$ cat config.mk
export PLATFORM = sky130hd
export DESIGN_NAME = uart_rx
export DESIGN_NICKNAME = d
export VERILOG_FILES = /design/src/rtl/uart_rx.sv
export SDC_FILE = /design/constraint.sdc
export NUM_CORES = 1
export LEC_CHECK = 0
export BUFFER_PORTS_ARGS = -buffer_cell sky130_fd_sc_hd__buf_2
export CORE_MARGIN = 4
export CORE_UTILIZATION = 30
export DETAILED_ROUTE_END_ITERATION = 8
export GPL_TIMING_DRIVEN = 0
export PLACE_DENSITY_LB_ADDON = 0.15
export SLEW_MARGIN = 10
export SYNTH_ARGS = -nofsm -noshare
export SYNTH_HDL_FRONTEND = slang
export SYNTH_SLANG_ARGS = --single-unit
$ cat constraint.sdc
create_clock -name clk -period 1.8 [get_ports clk]
set_input_delay 0.18 -clock clk [delete_from_list [all_inputs] [get_ports clk]]
set_output_delay 0.18 -clock clk [all_outputs]
set_load 0.01 [all_outputs]
$ cat src/rtl/uart_rx.sv
// 8N1 UART receiver with mid-bit sampling, glitch reject and line-break handling.
// Define UART_RX_PARITY_EN for 8E1 frames (even parity checked, errors reported at stop).
module uart_rx #(
  parameter int clocks_per_bit = 20000
) (
  input  logic       clk,
  input  logic       rst,
  input  logic       ser_rx,
  output logic [7:0] out_data,
  output logic       out_valid,
  output logic       out_error,
  output logic       busy
);

  localparam int CW = (clocks_per_bit > 1) ? $clog2(clocks_per_bit) : 1;
  localparam logic [CW-1:0] BIT_LAST  = CW'(clocks_per_bit - 1);
  localparam logic [CW-1:0] HALF_LAST = CW'(clocks_per_bit / 2 - 1);

  typedef enum logic [2:0] {
    IDLE,
    START,
    DATA,
`ifdef UART_RX_PARITY_EN
    PARITY,
`endif
    STOP,
    BRK
  } state_t;

  state_t        state, state_n;
  logic [CW-1:0] cnt, cnt_n;
  logic [2:0]    idx, idx_n;
  logic [7:0]    sr;
  logic          rx_p0, rx_s;
  logic          shift_en, valid_n, error_n, good_stop;
`ifdef UART_RX_PARITY_EN
  logic          perr, perr_n;
`endif

  // input synchronizer stage: ser_rx -> rx_p0 -> rx_s
  always_ff @(posedge clk or posedge rst) begin
    if (rst) begin
      rx_p0 <= 1'b1;
      rx_s  <= 1'b1;
    end else begin
      rx_p0 <= ser_rx;
      rx_s  <= rx_p0;
    end
  end

`ifdef UART_RX_PARITY_EN
  assign good_stop = rx_s && !perr;
`else
  assign good_stop = rx_s;
`endif

  always_comb begin
    state_n  = state;
    cnt_n    = cnt + 1'b1;
    idx_n    = idx;
    shift_en = 1'b0;
    valid_n  = 1'b0;
    error_n  = 1'b0;
`ifdef UART_RX_PARITY_EN
    perr_n   = perr;
`endif
    case (state)
      IDLE: begin
        cnt_n = '0;
`ifdef UART_RX_PARITY_EN
        perr_n = 1'b0;
`endif
        if (!rx_s) state_n = START;
      end
      START: begin
        if (cnt == HALF_LAST) begin
          cnt_n = '0;
          idx_n = '0;
          // A start bit that is high again at its midpoint was a glitch
          state_n = rx_s ? IDLE : DATA;
        end
      end
      DATA: begin
        if (cnt == BIT_LAST) begin
          cnt_n    = '0;
          shift_en = 1'b1;
          if (idx == 3'd7) begin
`ifdef UART_RX_PARITY_EN
            state_n = PARITY;
`else
            state_n = STOP;
`endif
          end else begin
            idx_n = idx + 3'd1;
          end
        end
      end
`ifdef UART_RX_PARITY_EN
      PARITY: begin
        if (cnt == BIT_LAST) begin
          cnt_n   = '0;
          perr_n  = ((^sr) != rx_s);
          state_n = STOP;
        end
      end
`endif
      STOP: begin
        if (cnt == BIT_LAST) begin
          cnt_n = '0;
          if (good_stop) begin
            valid_n = 1'b1;
            state_n = IDLE;
          end else begin
            error_n = 1'b1;
            state_n = rx_s ? IDLE : BRK;
          end
        end
      end
      BRK: begin
        cnt_n = '0;
        if (rx_s) state_n = IDLE;
      end
      default: state_n = IDLE;
    endcase
  end

  // control / output register stage
  always_ff @(posedge clk or posedge rst) begin
    if (rst) begin
      state     <= IDLE;
      cnt       <= '0;
      idx       <= '0;
      out_valid <= 1'b0;
      out_error <= 1'b0;
      out_data  <= 8'h00;
`ifdef UART_RX_PARITY_EN
      perr      <= 1'b0;
`endif
    end else begin
      state     <= state_n;
      cnt       <= cnt_n;
      idx       <= idx_n;
      out_valid <= valid_n;
      out_error <= error_n;
      if (valid_n) out_data <= sr;
`ifdef UART_RX_PARITY_EN
      perr      <= perr_n;
`endif
    end
  end

  // shift register stage, LSB arrives first
  always_ff @(posedge clk) begin
    if (shift_en) sr <= {rx_s, sr[7:1]};
  end

  assign busy = (state != IDLE);

endmodule

=== Yosys cells after proc, flatten, opt, wreduce, memory -nomap -nowiden ===
Index checks and enable logic that the tools add are counted.

* Add/subtract/negate cells: 2
* Mux-type cells: 24
* Eq/ne operators: 14
* Reductions and logical operators: 7

{| class="wikitable"
|+ Operators by type and width
! cell !! number
|-
| one-hot mux 15 bit (3 select lines) || 1
|-
| two-way mux 15 bit || 2
|-
| two-way mux 3 bit || 10
|-
| adder 15 x 1 -> 15 bit (second input constant) || 1
|-
| == test 15 x 14 -> 1 bit (second input constant) || 1
|-
| == test 15 bit (second input constant) || 1
|-
| one-hot mux 3 bit (5 select lines) || 1
|-
| inequality test 2 bit (second input constant) || 7
|-
| two-way mux 1 bit || 8
|-
| == test 3 x 2 -> 1 bit (second input constant) || 2
|-
| == test 3 bit (second input constant) || 2
|-
| one-hot mux 3 bit (2 select lines) || 1
|-
| AND reduction 6 bit || 1
|-
| AND reduction 4 bit || 1
|-
| OR reduction 2 bit || 2
|-
| adder 3 x 1 -> 3 bit (second input constant) || 1
|-
| == test 3 x 1 -> 1 bit (second input constant) || 1
|-
| zero test 3 bit || 1
|-
| nonzero test 3 bit || 1
|-
| two-way mux 2 bit || 1
|-
| nonzero test 2 bit || 1
|}

* Register bits after elaboration: 41
* Output and inout port bits: 11
* Logic and storage cells: 56
* Input port bits: 3

=== Depth between registers and ports, before layout ===
Gate-level depths: netlist of run 1.

* Word-level depth: 4
* Depth in mapped cells: 6

=== Least setup slack after synthesis of run 1 ===
Ideal clock, no wire load.

* Path type: register -> register
* Start point: reg cnt[0]
* End point: reg out_data[0]
* Period minus slack after synthesis: 1841 ps
* Stages on the path, launching flop included: 7
* Data required time: 1675 ps
* Slack: -41 ps
* Arrival time: 1716 ps
* Path through: dfrtp_1 ha_1 and4_1 and4_1 and4_1 buf_4 mux2_2

* Longest elaborated chain between the ends: 3

{| class="wikitable"
|+ Ends and longest elaborated chain
! what !! line !! RTL
|-
| start: declaration || 31 || <nowiki>logic [CW-1:0] cnt, cnt_n;</nowiki>
|-
| start signal: assignment || 141 || <nowiki>cnt <= cnt_n;</nowiki>
|-
| == test 15 bit || 108 || <nowiki>if (cnt == BIT_LAST) begin</nowiki>
|-
| two-way mux 1 bit || 108 ||
|-
| two-way mux 1 bit || 67 || <nowiki>case (state)</nowiki>
|-
| net valid_n || 35 || <nowiki>logic shift_en, valid_n, error_n, good_stop;</nowiki>
|-
| end signal: assignment || 145 || <nowiki>if (valid_n) out_data <= sr;</nowiki>
|-
| end: declaration || 9 || <nowiki>output logic [7:0] out_data,</nowiki>
|}

The timed path passes the listed nets, and every way through them passes these cells.
A chain may end at the register's enable or synchronous reset.

=== Worst setup path in the final report of run 1 ===
* Start point: reg cnt[12]
* End point: reg cnt[6]

* Longest elaborated chain between the ends: 3
* Elaborated cells between the ends (all ways): 5
* Those cells by class: eq/ne (2); mux (3)

{| class="wikitable"
|+ Ends and longest elaborated chain
! what !! line
|-
| == test 15 bit or == test 15 x 14 -> 1 bit (tied branches) || 84, 108, 76
|-
| two-way mux 15 bit (on tied branches) || 84, 108, 76
|-
| one-hot mux 15 bit (3 select lines) (*) || 67
|-
| net cnt_n[6] || 31
|}

The timed path passes the listed nets; every way through them passes the cells marked *.

==> impl_metrics.tcl, run 1 <==
set metrics [dict create \
    status "complete, but fails checks" \
    violations "negative setup slack" \
    path_cells "nor4_4 > buf_4 > nand4_4 > a221oi_4 > buf_6 > nor2_1" \
    start_util_pct 31.2 \
    wl_per_cell_um 14.7 \
    synth_top_area_share_pct 41.5 \
    synth.most_common_cell "dfrtp_1" \
    synth_commonest_cells "31 x dfrtp_1, 19 x nor2_1, 16 x nand3_1" \
    synthCells 160 \
    cts_buffers 5 \
    place_congestion 0.708 \
    syn_nets 166 \
    placed_cell_area_um2 2040 \
    switching_share_pct 19.7 \
    fin_ws_ns -0.0725 \
    stdcell_count 277 \
    synth_top_cell_by_area "dfrtp_1" \
    worst_slew_pin_slew_ns 0.736 \
    power_mw 1.69 \
    drt-pass1-iter-count 4 \
    core-area_um2 5990 \
    switchingPower_mw 0.333 \
    synth_cell_types 39 \
    finalHoldViolations 0 \
    internal_power_mw 1.36 \
    area_growth_pct 29.7 \
    path_max_fanout 6 \
    clock_path_buffers 2 \
    cts_root_buffer "clkbuf_8" \
    worstSetupStartpointType "register" \
    final_nets 207 \
    synth_warnings 0 \
    stdcell_area_um2 2420 \
    grt_use_total_pct 11.3 \
    fmax_ghz 0.534 \
    portBuffers 13 \
    cp.arrival_ns 2.05 \
    required_ns 1.98 \
    drt_wl_total_um 4070 \
    num_vias 1415 \
    combPwrFrac_pct 1.3 \
    ios 14 \
    antenna_found_initial 0 \
    ir_drop_uv 479 \
    rsz0062_at_grt "yes" \
    setup_viol 31 \
    power_frac_clock_pct 42.6 \
    grt_pass1_wl_um 6710 \
    p_leak_nw 1.09 \
    period_share_pct 104 \
    finalClockSkew_ns 0.00502 \
    grt_overflow 0 \
    die_y_um 86.9 \
    drv_cap 0 \
    whs_ns 0.0140 \
    power_frac_seq_pct 56.1 \
    drive_gt1_share_pct 37.1 \
    slowest_delay_ns 0.44 \
    clock_sinks 41 \
    power.density_nw_per_um2 699 \
    hold_path.class "input port to asynchronous set/reset pin" \
    synth_area_leaders "dfrtp_1 42%, edfxtp_1 13%, mux2_2 5.4%" \
    slew_headroom_pct 50.9 \
    antenna_cells 0 \
    avgSynthCellArea_um2 11.7 \
    critPathKind "register to register" \
    cts.clk_slew.worst_paths_ns 0.08 \
    end_kind "register" \
    grt_max_degree 34 \
    dp_hpwl_um 2570 \
    fin_setup_tns_ns -1.14 \
    pre_cts_slack_ns -0.332 \
    synth_edf_count 8 \
    drcViolationCount 0 \
    die_w_um 86.9 \
    drt_iter0_markers 58 \
    clk_latency_ns 0.29 \
    ys_seq_elements 41 \
    cts_tree "yes" \
    rows 28 \
    period_needed_ns 1.87 \
    ys.flop_type "dfrtp_1" \
    synth_async_sr_flop_share_pct 80.5 \
    final_util_pct 40.4 \
    grt_pass1_vias 1388 \
    slowest_stage "dfrtp_2" \
    ys_seq_area_share_pct 57.2 \
    ant_nets 0 \
    placedCellCount 248 \
    ctsHtreeMaxLevel 2 \
    die-area_um2 7550 \
    slew_violations 0 \
    synth_area_um2 1870 \
    via_per_inst 5.11 \
]
repair_timing:
action                     4_1_cts  5_1_grt
pin swaps                       10        2
hold buffers                     1        0
gates resized for setup         22        9
setup buffers                   14        4
cloned                           2        0
setup endpoints to repair       31       32
hold endpoints to repair         1        0
cell families (layout without fill, tap and decap cells):
group	count (synthesis)	in the layout	share of synthesized area (%)
AOI/OAI and AO/OA	16	16	5.89
muxes	9	9	5.43
DFF	41	41	57.2
adders and majority gates	3	3	2.01
and+or+nand+nor	71	71	22.2
xor gates and xnor gates	10	10	4.69
buffers and inverters	10	52	2.61
layer usage:
layer / track usage (%) / part of all wire [%] / routed length, um / up-vias
li1: - / - / - / 666
met1: 14.5 / 45 / 1840 / 702
met2: 17.6 / 48 / 1950 / 40
met3: 3.41 / 4.9 / 199 / 7
met4: 5.10 / 1.9 / 79 / 0
met5: 0 / 0 / 0 / -
cell type report:
cell class | instances | area [um2]
buffer | 6 | 37.5
clock buffer | 5 | 68.8
clock inverter | 3 | 41.3
fill | 552 | 3570
inverter | 4 | 15.0
multi-input combinational | 109 | 862
sequential | 41 | 1070
tap | 75 | 93.8
timing repair buffer | 34 | 233
power by group through the flow:
stage	clock, mW	combinational, mW	sequential [mW]
floorplan	0	0.0135	0.967
global placement	0	0.0200	0.968
detailed placement	0	0.0216	0.968
CTS	0.756	0.0234	0.949
global route	0.801	0.0265	0.949
finish	0.721	0.0218	0.949
worst paths after layout:
kind	start	endpoint	slack, ns	depth (start not counted)
min reg2reg	rx_p0$_DFF_PP1_	good_stop$_DFF_PP1_	0.36	0
max in group asynchronous	rst	cnt[12]$_DFF_PP0_	1.27	2
max reg2reg	cnt[12]$_DFF_PP0_	cnt[6]$_DFF_PP0_	-0.07	6
min	rst	out_data[3]$_DFFE_PP0P_	0.01	2
max	cnt[12]$_DFF_PP0_	cnt[6]$_DFF_PP0_	-0.07	6
min in group clk	rx_p0$_DFF_PP1_	good_stop$_DFF_PP1_	0.36	0
worst max-delay path: cells and delay by family (launching register included):
kind	cells	cell delay, ns
compound gates	1	0.44
simple gates	3	0.52
flops	1	0.44
buf+inv	2	0.36
flip-flops by register name, indices dropped and copies added (netlist names):
register,cells
out_data,8
out_valid,1
good_stop,1
state,3
sr,8
rx_p0,1
cnt,15
idx,3
out_error,1
cell usage in the layout (no fill, tap or decap), drive strengths merged, types with 4 or more instances in the layout:
cell type and n:
a21oi 6, and4 4, buf 35, clkbuf 9, dfrtp 31, edfxtp 8, inv 4, mux2 9
nand2 4, nand3 16, nand4 4, nor2 19, nor3 4, xnor2 4, xor2 6
Power figures use the tool's default switching activity.
==> inputs of run 2 (changes only) <==
--- a/config.mk
+++ b/config.mk
@@ -6,7 +6,7 @@
 export NUM_CORES = 1
 export LEC_CHECK = 0
 export BUFFER_PORTS_ARGS = -buffer_cell sky130_fd_sc_hd__buf_2
-export CORE_MARGIN = 4
+export CORE_MARGIN = 3
 export CORE_UTILIZATION = 30
 export DETAILED_ROUTE_END_ITERATION = 8
 export GPL_TIMING_DRIVEN = 0
==> impl_metrics.tcl, run 2 (synthesized netlist as in run 1, its figures left out) <==
set metrics [dict create \
    finalHoldViolations 1 \
    die_w_um 84.9 \
    worstSetupStartpointType "register" \
    reg.largest.list "cnt x15, out_data x8, sr x8" \
    p_leak_nw 1.07 \
    final_common_cell "dfrtp_1" \
    pre_cts_slack_ns -0.336 \
    stdcell_area_um2 2410 \
    setup_viol 31 \
    worst_slew_pin_slew_ns 0.712 \
    clock_sinks 41 \
    drv_cap 0 \
    portBuffers 13 \
    ios 14 \
    clk_latency_ns 0.29 \
    grtUsageMet3_pct 3.30 \
    core-area_um2 5990 \
    multi_input_area_um2 870 \
    cp.arrival_ns 2.04 \
    status "complete, but fails checks" \
    drt_wl_total_um 3920 \
    place_congestion 0.747 \
    via_per_inst 4.96 \
    hold_path.class "input port to asynchronous set/reset pin" \
    slew_headroom_pct 52.5 \
    finalClockSkew_ns 0.00782 \
    stdcell_count 275 \
    drt_iter0_markers 40 \
    ir_drop_uv 266 \
    final_nets 205 \
    power_mw 1.70 \
    period_share_pct 103 \
    dp_hpwl_um 2470 \
    rows 28 \
    grt_pass1_vias 1411 \
    wl_per_cell_um 14.3 \
    end_kind "register" \
    regMostFlops "cnt" \
    busiest_layer "met2" \
    num_vias 1364 \
    drive_gt1_share_pct 38.0 \
    drcViolationCount 0 \
    grt_max_degree 34 \
    fin_setup_tns_ns -0.938 \
    fin_ws_ns -0.0561 \
    die-area_um2 7210 \
    whs_ns -0.000497 \
    largest_register_ffs 15 \
    rsz0062_at_grt "yes" \
    fmax_ghz 0.539 \
    final_util_pct 40.3 \
    grt_use_total_pct 11.5 \
    power.density_nw_per_um2 703 \
    placedCellCount 248 \
    area_growth_pct 29.3 \
    antenna_cells 0 \
    period_needed_ns 1.86 \
    cts_tree "yes" \
    grt_util_met2_pct 18.8 \
    fillers 575 \
    layout_common_cells "29 x dfrtp_1, 16 x nand3_1, 16 x buf_4" \
    drt-pass1-iter-count 4 \
    die_y_um 84.9 \
    critPathKind "register to register" \
    clock_path_buffers 2 \
    ant_nets 0 \
    placed_cell_area_um2 2040 \
    required_ns 1.98 \
    ctsHtreeMaxLevel 2 \
    cts_root_buffer "clkbuf_8" \
    cts_buffers 5 \
    cts.clk_slew.worst_paths_ns 0.08 \
    regArea_um2 1070 \
    grt_pass1_wl_um 6630 \
    grt_overflow 0 \
    antenna_found_initial 0 \
    slew_violations 0 \
    grtUsageMet1_pct 14.2 \
    start_util_pct 31.2 \
    violations "negative hold slack, negative setup slack" \
    path_max_fanout 5 \
]
## run 2: final timing paths
kind / start / end / slack, ns / cells past startpoint
max in group asynchronous: rst / cnt[5]$_DFF_PP0_ / 1.29 / 2
max: cnt[5]$_DFF_PP0_ / cnt[7]$_DFF_PP0_ / -0.06 / 6
min: rst / out_error$_DFF_PP0_ / -0.0005 / 2
min reg2reg: rx_p0$_DFF_PP1_ / good_stop$_DFF_PP1_ / 0.36 / 0
min in group clk: rx_p0$_DFF_PP1_ / good_stop$_DFF_PP1_ / 0.36 / 0
max reg2reg: cnt[5]$_DFF_PP0_ / cnt[7]$_DFF_PP0_ / -0.06 / 6
## run 2: final cells by class
cell class	instances	area share (%)
flip-flops and latches	41	44.4
multi-input cells	109	36.0
repair buffers	32	9.02
well taps	75	3.89
clock buffers	5	2.85
clock inverters	3	1.71
plain buffers	6	1.55
inverters	4	0.622
## run 2: power by group
group / switching, mW / internal, mW / leakage, nW
registers: 0.00255 / 0.947 / 0.509
clock network: 0.320 / 0.408 / 0.0518
logic: 0.0167 / 0.00460 / 0.510
total: 0.339 / 1.36 / 1.07
## run 2: what timing repair did
item                                   CTS  global route
setup endpoints to repair               32            32
gates cloned                             2             0
gates resized for setup                 21            12
hold buffers                             1             0
buffers inserted                        12             4
pin swaps                               11             6
endpoints found under the hold margin    1             0
## run 2: per-layer routing
metal	up-vias	wire (um)
met5	-	0
met3	5	141
met2	17	1880
met1	683	1840
li1	659	-
met4	0	51
## run 2: worst max-delay path, stage by stage, from the launching register on
cell,delay [ns]
dfrtp_2,0.44
nor4_4,0.33
buf_4,0.17
nand4_4,0.14
a221oi_4,0.43
buf_6,0.19
nor2_1,0.04
==> inputs of run 3 (changes only) <==
==> constraint.sdc (replaced) <==
create_clock -name clk -period 2 [get_ports clk]
set_input_delay 0.2 -clock clk [delete_from_list [all_inputs] [get_ports clk]]
set_output_delay 0.2 -clock clk [all_outputs]
set_load 0.05 [all_outputs]
==> impl_metrics.tcl, run 3 (synthesized netlist as in run 1, its figures left out) <==
set metrics [dict create \
    status "finished clean" \
    hold_path.class "input port to asynchronous set/reset pin" \
    via_per_inst 4.97 \
    power.density_nw_per_um2 640 \
    antenna_cells 0 \
    cp.arrival_ns 2.10 \
    layout_common_cells "31 x dfrtp_1, 17 x nor2_1, 16 x nand3_1" \
    clk_latency_ns 0.29 \
    drv_cap 0 \
    fin_ws_ns 0.0740 \
    die-area_um2 7210 \
    stdcell_count 262 \
    cts_tree "yes" \
    end_kind "register" \
    dp_hpwl_um 2520 \
    portBuffers 13 \
    die_y_um 84.9 \
    grt_max_degree 34 \
    slew_headroom_pct 52.2 \
    drcViolationCount 0 \
    die_w_um 84.9 \
    ctsHtreeMaxLevel 2 \
    fmax_ghz 0.519 \
    cts_root_buffer "clkbuf_8" \
    p_leak_nw 0.988 \
    setup_viol 0 \
    drt_iter0_markers 61 \
    slew_violations 0 \
    ant_nets 0 \
    start_util_pct 31.2 \
    path_max_fanout 9 \
    largest_register_ffs 15 \
    period_needed_ns 1.93 \
    cts_buffers 5 \
    fin_setup_tns_ns 0 \
    reg.largest.list "cnt x15, out_data x8, sr x8" \
    finalClockSkew_ns 0.00471 \
    clock_path_buffers 2 \
    final_nets 192 \
    grt_pass1_wl_um 6220 \
    rsz0062_at_grt "yes" \
    ir_drop_uv 255 \
    drt_wl_total_um 3610 \
    placedCellCount 248 \
    place_congestion 0.785 \
    pre_cts_slack_ns -0.164 \
    required_ns 2.18 \
    grt_use_total_pct 10.8 \
    regMostFlops "cnt" \
    critPathKind "register to register" \
    finalHoldViolations 0 \
    grt_pass1_vias 1296 \
    num_vias 1302 \
    final_util_pct 36.6 \
    antenna_found_initial 0 \
    cts.clk_slew.worst_paths_ns 0.08 \
    grt_overflow 0 \
    core-area_um2 5990 \
    drive_gt1_share_pct 26.7 \
    wl_per_cell_um 13.8 \
    period_share_pct 96.3 \
    worstSetupStartpointType "register" \
    area_growth_pct 17.5 \
    final_common_cell "dfrtp_1" \
    drt-pass1-iter-count 4 \
    ios 14 \
    worst_slew_pin_slew_ns 0.717 \
    rows 28 \
    clock_sinks 41 \
]
## run 3: changes by cell type in the layout (fill, tap and decap cells not counted), moves of 3 or more
cell and delta:
buf_4 -10, buf_6 -3, mux2_2 +9, mux2_4 -9, nor2_1 +6, nor2_2 -5
## run 3: area by class of cell
cell class                      count  area (um2)
Clock inverter                      3        17.5
Timing Repair Buffer               19         113
Multi-Input combinational cell    109         785
Fill cell                         592        3800
Sequential cell                    41        1070
Clock buffer                        5        68.8
Tap cell                           75        93.8
Inverter                            4        15.0
Buffer                              6        33.8
## run 3: metrics by stage
stage / hold WS [ns] / power, mW / instance area, um2
after global placement: 0.305 / 0.889 / 2030
final: 0.0251 / 1.40 / 2190
after floorplan: 0.204 / 0.882 / 1870
after global routing: 0.0845 / 1.46 / 2190
after detailed placement: 0.306 / 0.890 / 2030
after CTS: 0.0460 / 1.42 / 2170
## run 3: timing repair
item / in CTS / in global routing
gates resized for setup: 7 / 2
pin swaps: 1 / 3
endpoints found under the setup margin: 28 / 30
gates cloned: 0 / 0
endpoints found under the hold margin: 1 / 0
buffers inserted: 3 / 2
hold buffers: 1 / 0
## run 3: final timing paths
path | from | to | slack (ns) | depth (start not counted)
max | cnt[1]$_DFF_PP0_ | out_data[6]$_DFFE_PP0P_ | 0.07 | 6
min | rst | out_data[7]$_DFFE_PP0P_ | 0.03 | 2
max reg2reg | cnt[1]$_DFF_PP0_ | out_data[6]$_DFFE_PP0P_ | 0.07 | 6
min reg2reg | rx_p0$_DFF_PP1_ | good_stop$_DFF_PP1_ | 0.36 | 0
max in group asynchronous | rst | cnt[5]$_DFF_PP0_ | 1.52 | 2
min in group clk | rx_p0$_DFF_PP1_ | good_stop$_DFF_PP1_ | 0.36 | 0
## run 3: where the power goes
part,internal [mW],switching [mW]
combinational,0.00414,0.0151
sequential,0.852,0.00209
clock,0.241,0.290
total,1.10,0.307
## run 3: routing by layer
metal | wire length [um] | track usage, %
met3 | 166 | 3.11
met1 | 1710 | 13.8
met2 | 1710 | 17.2
met5 | 0 | 0
met4 | 25 | 4.32
## run 3: critical path, cell delays in order (launching register included)
cell,delay (ns)
dfrtp_1,0.41
ha_4,0.17
and4_4,0.25
and4_4,0.25
and4_1,0.20
buf_4,0.18
mux2_2,0.34
